`config.mk`:
```
export PLATFORM = sky130hd
export DESIGN_NAME = inst_mem_loader
export DESIGN_NICKNAME = d
export VERILOG_FILES = /design/src/rtl/inst_mem_loader.sv
export SDC_FILE = /design/constraint.sdc
export NUM_CORES = 1
export LEC_CHECK = 0
export ABC_CLOCK_PERIOD_IN_PS = 4700
export BUFFER_PORTS_ARGS = -buffer_cell sky130_fd_sc_hd__buf_2
export CAP_MARGIN = 25
export CORE_ASPECT_RATIO = 1.25
export CORE_MARGIN = 2
export CORE_UTILIZATION = 57
export DETAILED_ROUTE_END_ITERATION = 10
export HOLD_SLACK_MARGIN = 0.15
export PLACE_DENSITY = 0.88
export SKIP_CTS_REPAIR_TIMING = 1
export SLEW_MARGIN = 20
export SYNTH_ARGS = -nofsm -noshare
export SYNTH_HDL_FRONTEND = slang
export SYNTH_SLANG_ARGS = --single-unit
```
`constraint.sdc`:
```
create_clock -name CLK -period 4.7 [get_ports CLK]
set_clock_uncertainty 0.1 [all_clocks]
set_input_delay 0.235 -clock CLK [delete_from_list [all_inputs] [get_ports CLK]]
set_output_delay 0.235 -clock CLK [all_outputs]
set_load 0.05 [all_outputs]
```
`src/rtl/inst_mem_loader.sv`:
```
// Instruction RAM loader: packs a little-endian byte stream into 32-bit words and
// writes them to consecutive word addresses from 0, holding the CPU in reset meanwhile.
module inst_mem_loader #(
    parameter int N = 32,
    parameter int G = 10
) (
    input  logic           CLK,
    input  logic           RST,
    input  logic           start_i,
    input  logic [G-2:0]   length_i,
    input  logic           byte_valid_i,
    input  logic [7:0]     byte_i,
    output logic           byte_ready_o,
    output logic [N-1:0]   mem_address_o,
    output logic [N-1:0]   mem_data_o,
    output logic           mem_EN_o,
    output logic           mem_ByteMode_o,
    output logic           cpu_hold_o,
    output logic           busy_o,
    output logic           done_o,
    output logic [1:0]     dbg_state_o
);

    localparam int LW  = G - 1;
    localparam int CAP = 2 ** (G - 2);
    localparam logic [LW-1:0] CAP_L = LW'(CAP);
    localparam logic [LW-1:0] ONE_L = LW'(1);

    typedef enum logic [1:0] {
        S_IDLE  = 2'd0,
        S_RECV  = 2'd1,
        S_WRITE = 2'd2,
        S_DONE  = 2'd3
    } state_e;

    state_e          state_q, state_d;
    logic [LW-1:0]   len_q, len_d;
    logic [LW-1:0]   word_cnt_q, word_cnt_d;
    logic [1:0]      byte_cnt_q, byte_cnt_d;
    logic [31:0]     shift_q, shift_d;

    logic [LW-1:0]   clamped_len;
    logic [LW-1:0]   word_inc;
    logic [4:0]      lane_base;

    // Handshake: a byte moves on a rising edge where byte_valid_i && byte_ready_o;
    // the sender must keep byte_i stable while valid is high and ready is low.
    assign clamped_len    = (length_i > CAP_L) ? CAP_L : length_i;
    assign word_inc       = word_cnt_q + ONE_L;
    assign lane_base      = {byte_cnt_q, 3'b000};
    assign mem_ByteMode_o = 1'b0;
    assign dbg_state_o    = state_q;

    always_ff @(posedge CLK or negedge RST) begin
        if (!RST) begin
            state_q    <= S_IDLE;
            len_q      <= '0;
            word_cnt_q <= '0;
            byte_cnt_q <= '0;
            shift_q    <= '0;
        end else begin
            state_q    <= state_d;
            len_q      <= len_d;
            word_cnt_q <= word_cnt_d;
            byte_cnt_q <= byte_cnt_d;
            shift_q    <= shift_d;
        end
    end

    always_comb begin
        state_d       = state_q;
        len_d         = len_q;
        word_cnt_d    = word_cnt_q;
        byte_cnt_d    = byte_cnt_q;
        shift_d       = shift_q;
        byte_ready_o  = 1'b0;
        mem_address_o = '0;
        mem_data_o    = '0;
        mem_EN_o      = 1'b0;
        cpu_hold_o    = 1'b0;
        busy_o        = 1'b0;
        done_o        = 1'b0;

        case (state_q)
            S_IDLE: begin
                if (start_i) begin
                    len_d      = clamped_len;
                    word_cnt_d = '0;
                    byte_cnt_d = '0;
                    shift_d    = '0;
                    state_d    = (clamped_len == '0) ? S_DONE : S_RECV;
                end
            end
            S_RECV: begin
                byte_ready_o = 1'b1;
                cpu_hold_o   = 1'b1;
                busy_o       = 1'b1;
                if (byte_valid_i) begin
                    shift_d[lane_base +: 8] = byte_i;
                    byte_cnt_d              = byte_cnt_q + 2'd1;
                    if (byte_cnt_q == 2'd3) begin
                        state_d = S_WRITE;
                    end
                end
            end
            S_WRITE: begin
                mem_EN_o      = 1'b1;
                mem_address_o = {{(N-LW-2){1'b0}}, word_cnt_q, 2'b00};
                mem_data_o    = shift_q;
                cpu_hold_o    = 1'b1;
                busy_o        = 1'b1;
                word_cnt_d    = word_inc;
                byte_cnt_d    = '0;
                state_d       = (word_inc == len_q) ? S_DONE : S_RECV;
            end
            S_DONE: begin
                done_o  = 1'b1;
                state_d = S_IDLE;
            end
            default: state_d = S_IDLE;
        endcase
    end

endmodule

```
==> results of run 1 <==
## placed cells by master (no fill, tap or decap), drive strengths merged, types with 3 or more instances in the layout
master and count:
buf 71, dfrtp 54, and2 41, nand2 37, o21ai 37, conb 24
nand3 21, a22o 19, inv 17, dlygate4sd3 15, nor2 13, nand2b 12
ha 9, clkbuf 8, xor2 7, xnor2 5, a21oi 4, mux2i 4
o221ai 4, nor3 4, nor4 4, nand3b 3, mux2 3
## area by class of cell
| cell class | count | area, um^2 | share of cell area |
|---|---|---|---|
| clock buffers | 6 | 72.57 | 0.01900 |
| clock inverters | 2 | 37.54 | 0.009826 |
| inverters | 17 | 63.81 | 0.01670 |
| multi-input cells | 271 | 1677 | 0.4389 |
| flip-flops and latches | 54 | 1351 | 0.3538 |
| well taps | 66 | 82.58 | 0.02162 |
| repair buffers | 88 | 535.5 | 0.1402 |
## how the worst max path moves through the flow
stage,start,to,cells after the start
after floorplan,dbg_state_o[1]$_DFFE_PN0P_,mem_address_o[3],5
after global placement,dbg_state_o[1]$_DFFE_PN0P_,shift_q[19]$_DFFE_PN0P_,7
after detailed placement,dbg_state_o[1]$_DFFE_PN0P_,shift_q[1]$_DFFE_PN0P_,6
after CTS,dbg_state_o[0]$_DFFE_PN0P_,mem_data_o[21],5
after global routing,dbg_state_o[1]$_DFFE_PN0P_,shift_q[18]$_DFFE_PN0P_,7
final,dbg_state_o[1]$_DFFE_PN0P_,shift_q[17]$_DFFE_PN0P_,7
## metrics by stage
stage,instances,setup WS [ns],util
after floorplan,387,1.944,-
after global routing,504,1.909,0.6700
after global placement,478,2.209,0.6190
final,504,2.116,0.6700
after detailed placement,478,2.051,0.6190
after CTS,486,1.893,0.6384
## sequential cells by signal, summed over array words and instances (netlist names)
signal / cells
shift_q: 32
len_q: 9
word_cnt_q: 9
byte_cnt_q: 2
dbg_state_o: 2
## critical path, delay by kind of cell (launching register included)
kind / cells / cell delay, ns
DFF: 1 / 0.44
buffers and inverters: 1 / 0.09
adders and majority gates: 1 / 0.38
and+or+nand+nor: 2 / 0.86
AOI/OAI and AO/OA: 3 / 0.66
## layer usage
| metal | part of all wire | up-vias |
|---|---|---|
| li1 | - | 1327 |
| met1 | 0.38 | 1339 |
| met4 | 0.028 | 0 |
| met2 | 0.54 | 117 |
| met3 | 0.051 | 21 |
| met5 | 0 | - |
## power by group through the flow
stage | combinational, mW | clock (mW) | sequential [mW]
after floorplan | 0.686 | 0 | 0.636
after global placement | 0.776 | 0 | 0.635
after detailed placement | 0.803 | 0 | 0.643
after CTS | 0.809 | 0.315 | 0.632
after global routing | 0.926 | 0.335 | 0.647
final | 0.846 | 0.313 | 0.633
## cells by family after synthesis
group | after synthesis | synth area share
flip-flops | 54 | 0.4097
AND/OR/NAND/NOR | 143 | 0.2401
buffers and inverters | 62 | 0.1081
AO/OA/AOI/OAI | 76 | 0.1525
XOR/XNOR | 12 | 0.03187
other | 1 | 0.001137
multiplexers | 7 | 0.02238
adder cells (fa/ha/maj) | 9 | 0.03414
==> summary.md, run 1 <==
| Metric | Value |
|---|---|
| Status | `completed` |
| Comb power frac | `0.472` |
| # clock sinks | `54` |
| M2 GR Usage | `0.4310` |
| Detail-routed via count per cell | `5.563` |
| Syn-to-layout area delta | `15.82%` |
| Hold Crit Start | `length_i[3]` |
| Internal Power | `0.9582 mW` |
| CP Launch Type | `register` |
| Critical Path End Type | `register` |
| Flop pwr share | `0.353` |
| Hold EP | `len_q[3]$_DFFE_PN0P_` |
| Yosys reg bits | `54` |
| Reg2reg path depth | `7` |
| Sw frac | `0.4651` |
| Placed inst area | `0.003530 mm^2` |
| Hold slack | `0.1205 ns` |
| Max-cap violations | `0` |
| Design Power | `1.791 mW` |
| Largest net degree at the start of global routing | `55` |
| Routed vias | `2804` |
| CP Max Fanout | `16` |
| Leakage power | `1.903 nW` |
| Largest cells by area after synthesis | `dfrtp_1 (41%), and2_1 (7.8%), buf_4 (5.7%)` |
| ANT nets after route | `0` |
| Inserted Clock Buffers | `5` |
| Period utilisation layout | `0.5497` |
| Placer Congestion | `0.8386` |
| Seq/Total Area, Yosys | `0.4097` |
| RR Endpoint | `shift_q[17]$_DFFE_PN0P_` |
| Drt wl/cell | `15.02 um` |
| TritonCTS clock tree | `done` |
| Design area | `0.003820 mm^2` |
| Met1 usage | `0.2747` |
| Layout cells sized above 1 | `0.2009` |
| Die height | `89.05 um` |
| Rel. slew slack | `0.4864` |
| Initial antenna violation count | `0` |
| Worst hold path class | `in2reg` |
| Reg-to-reg critical path startpoint | `dbg_state_o[1]$_DFFE_PN0P_` |
| FFs w/ async S/R, synth | `1.000` |
| Top post-synthesis cells by count | `dfrtp_1 (54), and2_1 (41), nand2_1 (37), o21ai_0 (33), buf_4 (25)` |
| Detailed placer's ending HPWL | `5.414 mm` |
| Worst-path clk slew | `0.10 ns` |
| Final global-route overflow total | `0` |
| Rows | `31` |
| Synth Flop Type | `dfrtp_1` |
| Fin crit period | `2.584 ns` |
| Drt initial violations | `282` |
| Post-Syn Instances | `364` |
| Slew at the pin with the worst max-slew slack | `0.7641 ns` |
| Peak supply drop | `0.3217 mV` |
| Port bufs | `68` |
| DRT Wirelength | `7.568 mm` |
| Syn Std Cell Area | `0.003298 mm^2` |
| Initial core utilization | `0.5785` |
| Hold path cells | `3` |
| Drt drc | `0` |
| WP data required | `4.84 ns` |
| TNS Setup | `0 ns` |
| PwrDens | `469.0 mW/mm^2` |
| Slew Viols, Final | `0` |
| Setup violators final | `0` |
| Count leader, synth | `dfrtp_1` |
| Top Ports | `93` |
| RSZ-0062 raised after global routing | `false` |
| H-tree levels | `2` |
| Avg Cell Area, Syn | `9.061 um^2` |
| Worst path arrival time | `2.73 ns` |
| Die area | `0.006414 mm^2` |
| Number of diodes | `0` |
| Vias in the first global route | `2527` |
| Library cells used by synthesis | `45` |
| Fill cell count | `428` |
| CP max-delay cell | `nor4_4` |
| Gr busiest metal | `met2` |
| NumNets Final | `467` |
| Clock Power Share | `0.175` |
| Met3 Resource Use GR | `0.03833` |
| DRT Pass-1 Iters | `4` |
| Die Wd | `72.04 um` |
| Reg2Reg Setup Slack | `2.12 ns` |
| Post-synth EDFFs | `0` |
| Root buffer cell | `clkbuf_8` |
| Switch Pwr | `0.8333 mW` |
| Kind of critical path | `reg2reg` |
| Post-synth top area share | `0.4097` |
| GR Util All Layers | `0.2374` |
| First-pass GRT wire length | `11.72 mm` |
| Fmax | `387.0 MHz` |
| CP Cell Sequence | `inv_1, ha_1, nand2b_1, o21ai_2, a21o_1, nor4_4, a22o_1` |
| Post-synth top area cell | `dfrtp_1` |
| Core area | `0.005702 mm^2` |
| Final hold violations | `0` |
| Deepest clock path buffer count | `2` |
| Clock latency on the worst-skew pair | `0.31 ns` |
| CP max stage delay | `0.47 ns` |
| Ys Warns | `0` |
No activity file was read; power rests on OpenSTA's default activity.
==> run 2, diff against run 1 <==
ABC_CLOCK_PERIOD_IN_PS = 2600   (was 4700)
CORE_UTILIZATION = 53   (was 57)
PLACE_DENSITY = 0.83   (was 0.88)
clock period = 2.6 ns   (was 4.7 ns; I/O delays follow)
==> summary.md, run 2 (synthesized netlist as in run 1, its figures left out) <==
| Metric | Value |
|---|---|
| Drt drc | `0 (unchanged)` |
| TritonCTS clock tree | `done (unchanged)` |
| Die Wd | `74.56 um (was 72.04 um)` |
| NumNets Final | `484 (was 467)` |
| Leakage power | `1.948 nW (was 1.903 nW)` |
| Deepest clock path buffer count | `2 (unchanged)` |
| Most frequent cells in the layout | `buf_2 (68), dfrtp_1 (54), and2_1 (41) (unchanged)` |
| Port bufs | `68 (unchanged)` |
| Clock latency on the worst-skew pair | `0.30 ns (was 0.31 ns)` |
| CP Max Fanout | `11 (was 16)` |
| Fill cell count | `520 (was 428)` |
| Die area | `0.006874 mm^2 (was 0.006414 mm^2)` |
| # clock sinks | `54 (unchanged)` |
| Slew Viols, Final | `0 (unchanged)` |
| Largest Register | `shift_q (unchanged)` |
| Final global-route overflow total | `0 (unchanged)` |
| Detailed placer's ending HPWL | `5.495 mm (was 5.414 mm)` |
| Multi-input logic area | `0.001679 mm^2 (was 0.001677 mm^2)` |
| Largest regs | `shift_q (32), len_q (9), word_cnt_q (9) (unchanged)` |
| Met1 usage | `0.2724 (was 0.2747)` |
| Number of diodes | `0 (unchanged)` |
| Syn-to-layout area delta | `20.45% (was 15.82%)` |
| ANT nets after route | `0 (unchanged)` |
| Max reg flops | `32 (unchanged)` |
| WP data required | `2.74 ns (was 4.84 ns)` |
| H-tree levels | `2 (unchanged)` |
| Layout cells sized above 1 | `0.2048 (was 0.2009)` |
| CP Cell Sequence | `inv_1, ha_1, nand2b_1, o21ai_2, a21o_1, nor4_4, a22o_1 (unchanged)` |
| PwrDens | `801.5 mW/mm^2 (was 469.0 mW/mm^2)` |
| RSZ-0062 raised after global routing | `false (unchanged)` |
| Initial core utilization | `0.5419 (was 0.5785)` |
| GR Util All Layers | `0.2174 (was 0.2374)` |
| Drt wl/cell | `14.45 um (was 15.02 um)` |
| Routed vias | `2807 (was 2804)` |
| CP Launch Type | `register (unchanged)` |
| Slew at the pin with the worst max-slew slack | `0.6806 ns (was 0.7641 ns)` |
| Top Ports | `93 (unchanged)` |
| Max-cap violations | `0 (unchanged)` |
| Top Family by Delay on Critical Path | `simple AND/OR/NAND/NOR gates (unchanged)` |
| Final hold violations | `0 (unchanged)` |
| Commonest non-fill, non-tap cell in the layout | `buf_2 (unchanged)` |
| Reg area | `0.001351 mm^2 (unchanged)` |
| Reg2Reg Setup Slack | `0.40 ns (was 2.12 ns)` |
| Largest net degree at the start of global routing | `55 (unchanged)` |
| Met3 Resource Use GR | `0.03407 (was 0.03833)` |
| DRT Pass-1 Iters | `4 (unchanged)` |
| Status | `completed (unchanged)` |
| Detail-routed via count per cell | `5.208 (was 5.563)` |
| DRT Wirelength | `7.788 mm (was 7.568 mm)` |
| Gr busiest metal | `met2 (unchanged)` |
| Vias in the first global route | `2496 (was 2527)` |
| Rel. slew slack | `0.5463 (was 0.4864)` |
| First-pass GRT wire length | `11.59 mm (was 11.72 mm)` |
| Fmax | `453.6 MHz (was 387.0 MHz)` |
| Worst path arrival time | `2.35 ns (was 2.73 ns)` |
| Die height | `92.20 um (was 89.05 um)` |
| Peak supply drop | `0.5041 mV (was 0.3217 mV)` |
| Inserted Clock Buffers | `5 (unchanged)` |
| Hold slack | `0.3865 ns (was 0.1205 ns)` |
| Fin crit period | `2.205 ns (was 2.584 ns)` |
| CP max-delay cell | `nor4_4 (unchanged)` |
| Worst hold path class | `reg2reg (was in2reg)` |
| Period utilisation layout | `0.8479 (was 0.5497)` |
| Placer Congestion | `0.8175 (was 0.8386)` |
| Setup violators final | `0 (unchanged)` |
| Worst-path clk slew | `0.09 ns (was 0.10 ns)` |
| Buf/Inv on CP | `1 (unchanged)` |
| Drt initial violations | `169 (was 282)` |
| Core area | `0.006086 mm^2 (was 0.005702 mm^2)` |
| CP max stage delay | `0.45 ns (was 0.47 ns)` |
| Initial antenna violation count | `0 (unchanged)` |
| M2 GR Usage | `0.3776 (was 0.4310)` |
| Rows | `32 (was 31)` |
| Root buffer cell | `clkbuf_8 (unchanged)` |
| TNS Setup | `0 ns (unchanged)` |
| Critical Path End Type | `register (unchanged)` |
| Kind of critical path | `reg2reg (unchanged)` |
[run 2: changes by cell type in the layout (fill, tap and decap cells not counted), sizes merged]
cell,before,now
buf,71,77
bufinv,1,0
clkbuf,8,5
clkinvlp,1,2
dlygate4sd3,15,28
[run 2: cell type report]
| cell class | count | area share |
|---|---|---|
| clock buffers | 5 | 0.01732 |
| clock inverters | 2 | 0.003780 |
| inverters | 17 | 0.01606 |
| multi-input cells | 271 | 0.4227 |
| flip-flops and latches | 54 | 0.3402 |
| well taps | 85 | 0.02677 |
| repair buffers | 105 | 0.1732 |
[run 2: final timing paths]
check | from | end | cells past startpoint
setup / recovery | dbg_state_o[1]$_DFFE_PN0P_ | shift_q[16]$_DFFE_PN0P_ | 7
hold reg to reg | shift_q[26]$_DFFE_PN0P_ | shift_q[26]$_DFFE_PN0P_ | 2
max in group asynchronous | RST | shift_q[0]$_DFFE_PN0P_ | 3
min in group asynchronous | RST | shift_q[4]$_DFFE_PN0P_ | 3
hold / removal | shift_q[26]$_DFFE_PN0P_ | shift_q[26]$_DFFE_PN0P_ | 2
setup reg to reg | dbg_state_o[1]$_DFFE_PN0P_ | shift_q[16]$_DFFE_PN0P_ | 7
[run 2: through the flow]
stage | total power [mW] | worst slack [ns] | utilization | cell area, um^2 | cells
6_report | 3.184 | 0.3954 | 0.6528 | 3973 | 539
3_5_place_dp | 2.694 | 0.4622 | 0.5929 | 3608 | 504
2_1_floorplan | 2.392 | 0.06533 | - | 3387 | 387
4_1_cts | 3.149 | 0.4330 | 0.6067 | 3692 | 511
3_3_place_gp | 2.642 | 0.5671 | 0.5929 | 3608 | 504
5_1_grt | 3.406 | 0.1813 | 0.6528 | 3973 | 539
[run 2: report_power, final]
| part | leakage (nW) | internal, mW | switching (mW) |
|---|---|---|---|
| clock network | 0.0362 | 0.185 | 0.274 |
| logic | 1.17 | 0.495 | 1.08 |
| registers | 0.738 | 0.990 | 0.156 |
[run 2: worst register-to-register path: cells and delay by family (launching register included)]
family / cells / cell delay, ns
DFF: 1 / 0.42
adders and majority gates: 1 / 0.33
AOI/OAI and AO/OA: 3 / 0.58
and+or+nand+nor: 2 / 0.64
buffers and inverters: 1 / 0.09
[run 2: routing by layer]
metal	share of wire	vias up
met5	0	-
met4	0.017	0
met3	0.040	12
met2	0.51	81
met1	0.43	1348
li1	-	1366
==> run 3, diff against run 2 <==
ABC_CLOCK_PERIOD_IN_PS = 2029   (was 2600)
clock period = 2.03 ns   (was 2.6 ns; I/O delays follow)
==> summary.md, run 3 (synthesized netlist as in run 1, its figures left out) <==
| Metric | Value |
|---|---|
| Status | `completed (unchanged)` |
| Kind of critical path | `reg2reg (unchanged)` |
| Slew Viols, Final | `0 (unchanged)` |
| Port bufs | `68 (unchanged)` |
| Core area | `0.006086 mm^2 (unchanged)` |
| Max-cap violations | `0 (unchanged)` |
| Final global-route overflow total | `0 (unchanged)` |
| Die height | `92.20 um (unchanged)` |
| Root buffer cell | `clkbuf_8 (unchanged)` |
| Met2 routed WL | `4.459 mm (was 4.000 mm)` |
| DRT met1 WL | `3.215 mm (was 3.342 mm)` |
| Worst hold path class | `in2async (was reg2reg)` |
| Syn-to-layout area delta | `27.12% (was 20.45%)` |
| Vias in the first global route | `2624 (was 2496)` |
| Setup ws final | `0.06285 ns (was 0.3954 ns)` |
| Top Layer Used | `met4 (unchanged)` |
| First-pass GRT wire length | `12.19 mm (was 11.59 mm)` |
| NumNets Final | `490 (was 484)` |
| Post-Layout Cell Count | `546 (was 539)` |
| CP Max Fanout | `9 (was 11)` |
| Max reg flops | `32 (unchanged)` |
| Initial antenna violation count | `0 (unchanged)` |
| Fill cell count | `486 (was 520)` |
| Placed inst area | `0.003796 mm^2 (was 0.003608 mm^2)` |
| Fin crit period | `1.967 ns (was 2.205 ns)` |
| Rows | `32 (unchanged)` |
| RSZ-0062 raised after global routing | `true (was false)` |
| CP max-delay cell | `dfrtp_1 (was nor4_4)` |
| Routed vias | `2902 (was 2807)` |
| Top Ports | `93 (unchanged)` |
| CP Launch Type | `register (unchanged)` |
| ANT nets after route | `0 (unchanged)` |
| Number of diodes | `0 (unchanged)` |
| Die area | `0.006874 mm^2 (unchanged)` |
| Detailed placer's ending HPWL | `5.803 mm (was 5.495 mm)` |
| Buf/Inv on CP | `0 (was 1)` |
| Inserted Clock Buffers | `5 (unchanged)` |
| Rel. slew slack | `0.5034 (was 0.5463)` |
| Pre-CTS setup slack | `0.06680 ns (was 0.4622 ns)` |
| Drt wl/cell | `15.05 um (was 14.45 um)` |
| Layout cells sized above 1 | `0.3102 (was 0.2048)` |
| Largest Register | `shift_q (unchanged)` |
| Period utilisation layout | `0.9690 (was 0.8479)` |
| Deepest clock path buffer count | `2 (unchanged)` |
| Fmax | `508.4 MHz (was 453.6 MHz)` |
| Slew at the pin with the worst max-slew slack | `0.7449 ns (was 0.6806 ns)` |
| Reg-to-reg critical path startpoint | `word_cnt_q[0]$_DFFE_PN0P_ (was dbg_state_o[1]$_DFFE_PN0P_)` |
| CP max stage delay | `0.55 ns (was 0.45 ns)` |
| Placer Congestion | `0.8258 (was 0.8175)` |
| GR Util All Layers | `0.2264 (was 0.2174)` |
| Design area | `0.004193 mm^2 (was 0.003973 mm^2)` |
| Final hold violations | `0 (unchanged)` |
| PwrDens | `1040 mW/mm^2 (was 801.5 mW/mm^2)` |
| Commonest non-fill, non-tap cell in the layout | `buf_2 (unchanged)` |
| Most frequent cells in the layout | `buf_2 (67), dfrtp_1 (52), nand2_1 (37) (was buf_2 (68), dfrtp_1 (54), and2_1 (41))` |
| Clock latency on the worst-skew pair | `0.31 ns (was 0.30 ns)` |
| Drt drc | `0 (unchanged)` |
| Post-Place Cells | `509 (was 504)` |
| TritonCTS clock tree | `done (unchanged)` |
| Routed met3 length | `427 um (was 314 um)` |
| Detail-routed via count per cell | `5.315 (was 5.208)` |
| DRT Pass-1 Iters | `4 (unchanged)` |
| Setup violators final | `0 (unchanged)` |
| Initial core utilization | `0.5419 (unchanged)` |
| # clock sinks | `54 (unchanged)` |
| H-tree levels | `2 (unchanged)` |
| Worst Setup SP | `word_cnt_q[0]$_DFFE_PN0P_ (was dbg_state_o[1]$_DFFE_PN0P_)` |
| Die Wd | `74.56 um (unchanged)` |
| Worst-path clk slew | `0.10 ns (was 0.09 ns)` |
| Leakage power | `2.046 nW (was 1.948 nW)` |
| DRT Wirelength | `8.220 mm (was 7.788 mm)` |
| Worst path arrival time | `2.08 ns (was 2.35 ns)` |
| Peak supply drop | `0.5655 mV (was 0.5041 mV)` |
| Critical Path End Type | `register (unchanged)` |
| Drt initial violations | `232 (was 169)` |
| CP Cell Sequence | `ha_1, nand2_1, nor2_1, xnor2_1, nand3_1, o31ai_1 (was inv_1, ha_1, nand2b_1, o21ai_2, a21o_1, nor4_4, a22o_1)` |
| WP data required | `2.14 ns (was 2.74 ns)` |
| Largest net degree at the start of global routing | `32 (was 55)` |
| Top Family by Delay on Critical Path | `flip-flops (was simple AND/OR/NAND/NOR gates)` |
| Largest regs | `shift_q (32), len_q (9), word_cnt_q (9) (unchanged)` |
-- run 3: changes by cell type in the layout (fill, tap and decap cells not counted), moves of 3 or more --
cell,delta
and2_4,+30
buf_4,+5
and2_2,+5
ha_4,+3
and2_1,-35
-- run 3: path summary, 6_finish.rpt --
kind                       slack (ns)                          to  cells past startpoint
setup / recovery                 0.06  dbg_state_o[1]$_DFFE_PN0P_                      6
hold / removal                   0.28      shift_q[4]$_DFFE_PN0P_                      2
setup reg to reg                 0.06  dbg_state_o[1]$_DFFE_PN0P_                      6
hold reg to reg                  0.40     shift_q[30]$_DFFE_PN0P_                      2
max in group asynchronous        0.83     shift_q[19]$_DFFE_PN0P_                      3
min in group CLK                 0.40     shift_q[30]$_DFFE_PN0P_                      2
-- run 3: final cells by class --
class / instances / area, um^2 / area share
Clock buffer: 6 / 82.58 / 0.01970
Timing Repair Buffer: 111 / 748.2 / 0.1785
Multi-Input combinational cell: 271 / 1819 / 0.4339
Tap cell: 85 / 106.4 / 0.02537
Sequential cell: 54 / 1354 / 0.3229
Clock inverter: 2 / 16.27 / 0.003879
Inverter: 17 / 66.31 / 0.01582
-- run 3: stage by stage --
stage | TNS, ns | power (mW) | hold slack, ns | utilization
global route | -0.1206 | 4.657 | 0.3481 | 0.6889
global placement | 0 | 3.573 | 0.09307 | 0.6238
finish | 0 | 4.362 | 0.2774 | 0.6889
CTS | 0 | 4.303 | -0.2461 | 0.6400
detailed placement | 0 | 3.662 | 0.09768 | 0.6238
floorplan | -1.019 | 3.265 | -0.2941 | -
-- run 3: power by group --
group / leakage (nW) / internal [mW] / switching [mW]
logic: 1.26 / 0.757 / 1.47
clock network: 0.0478 / 0.282 / 0.371
registers: 0.736 / 1.27 / 0.208
-- run 3: per-layer routing --
metal | vias to the layer above | track usage
met3 | 17 | 0.03626
met1 | 1384 | 0.2812
met2 | 124 | 0.3968
met4 | 0 | 0.06548
met5 | - | 0
li1 | 1377 | -
-- run 3: worst register-to-register path: stages, from the launching register on --
cell,delay [ns]
dfrtp_1,0.55
ha_1,0.36
nand2_1,0.14
nor2_1,0.22
xnor2_1,0.15
nand3_1,0.09
o31ai_1,0.25
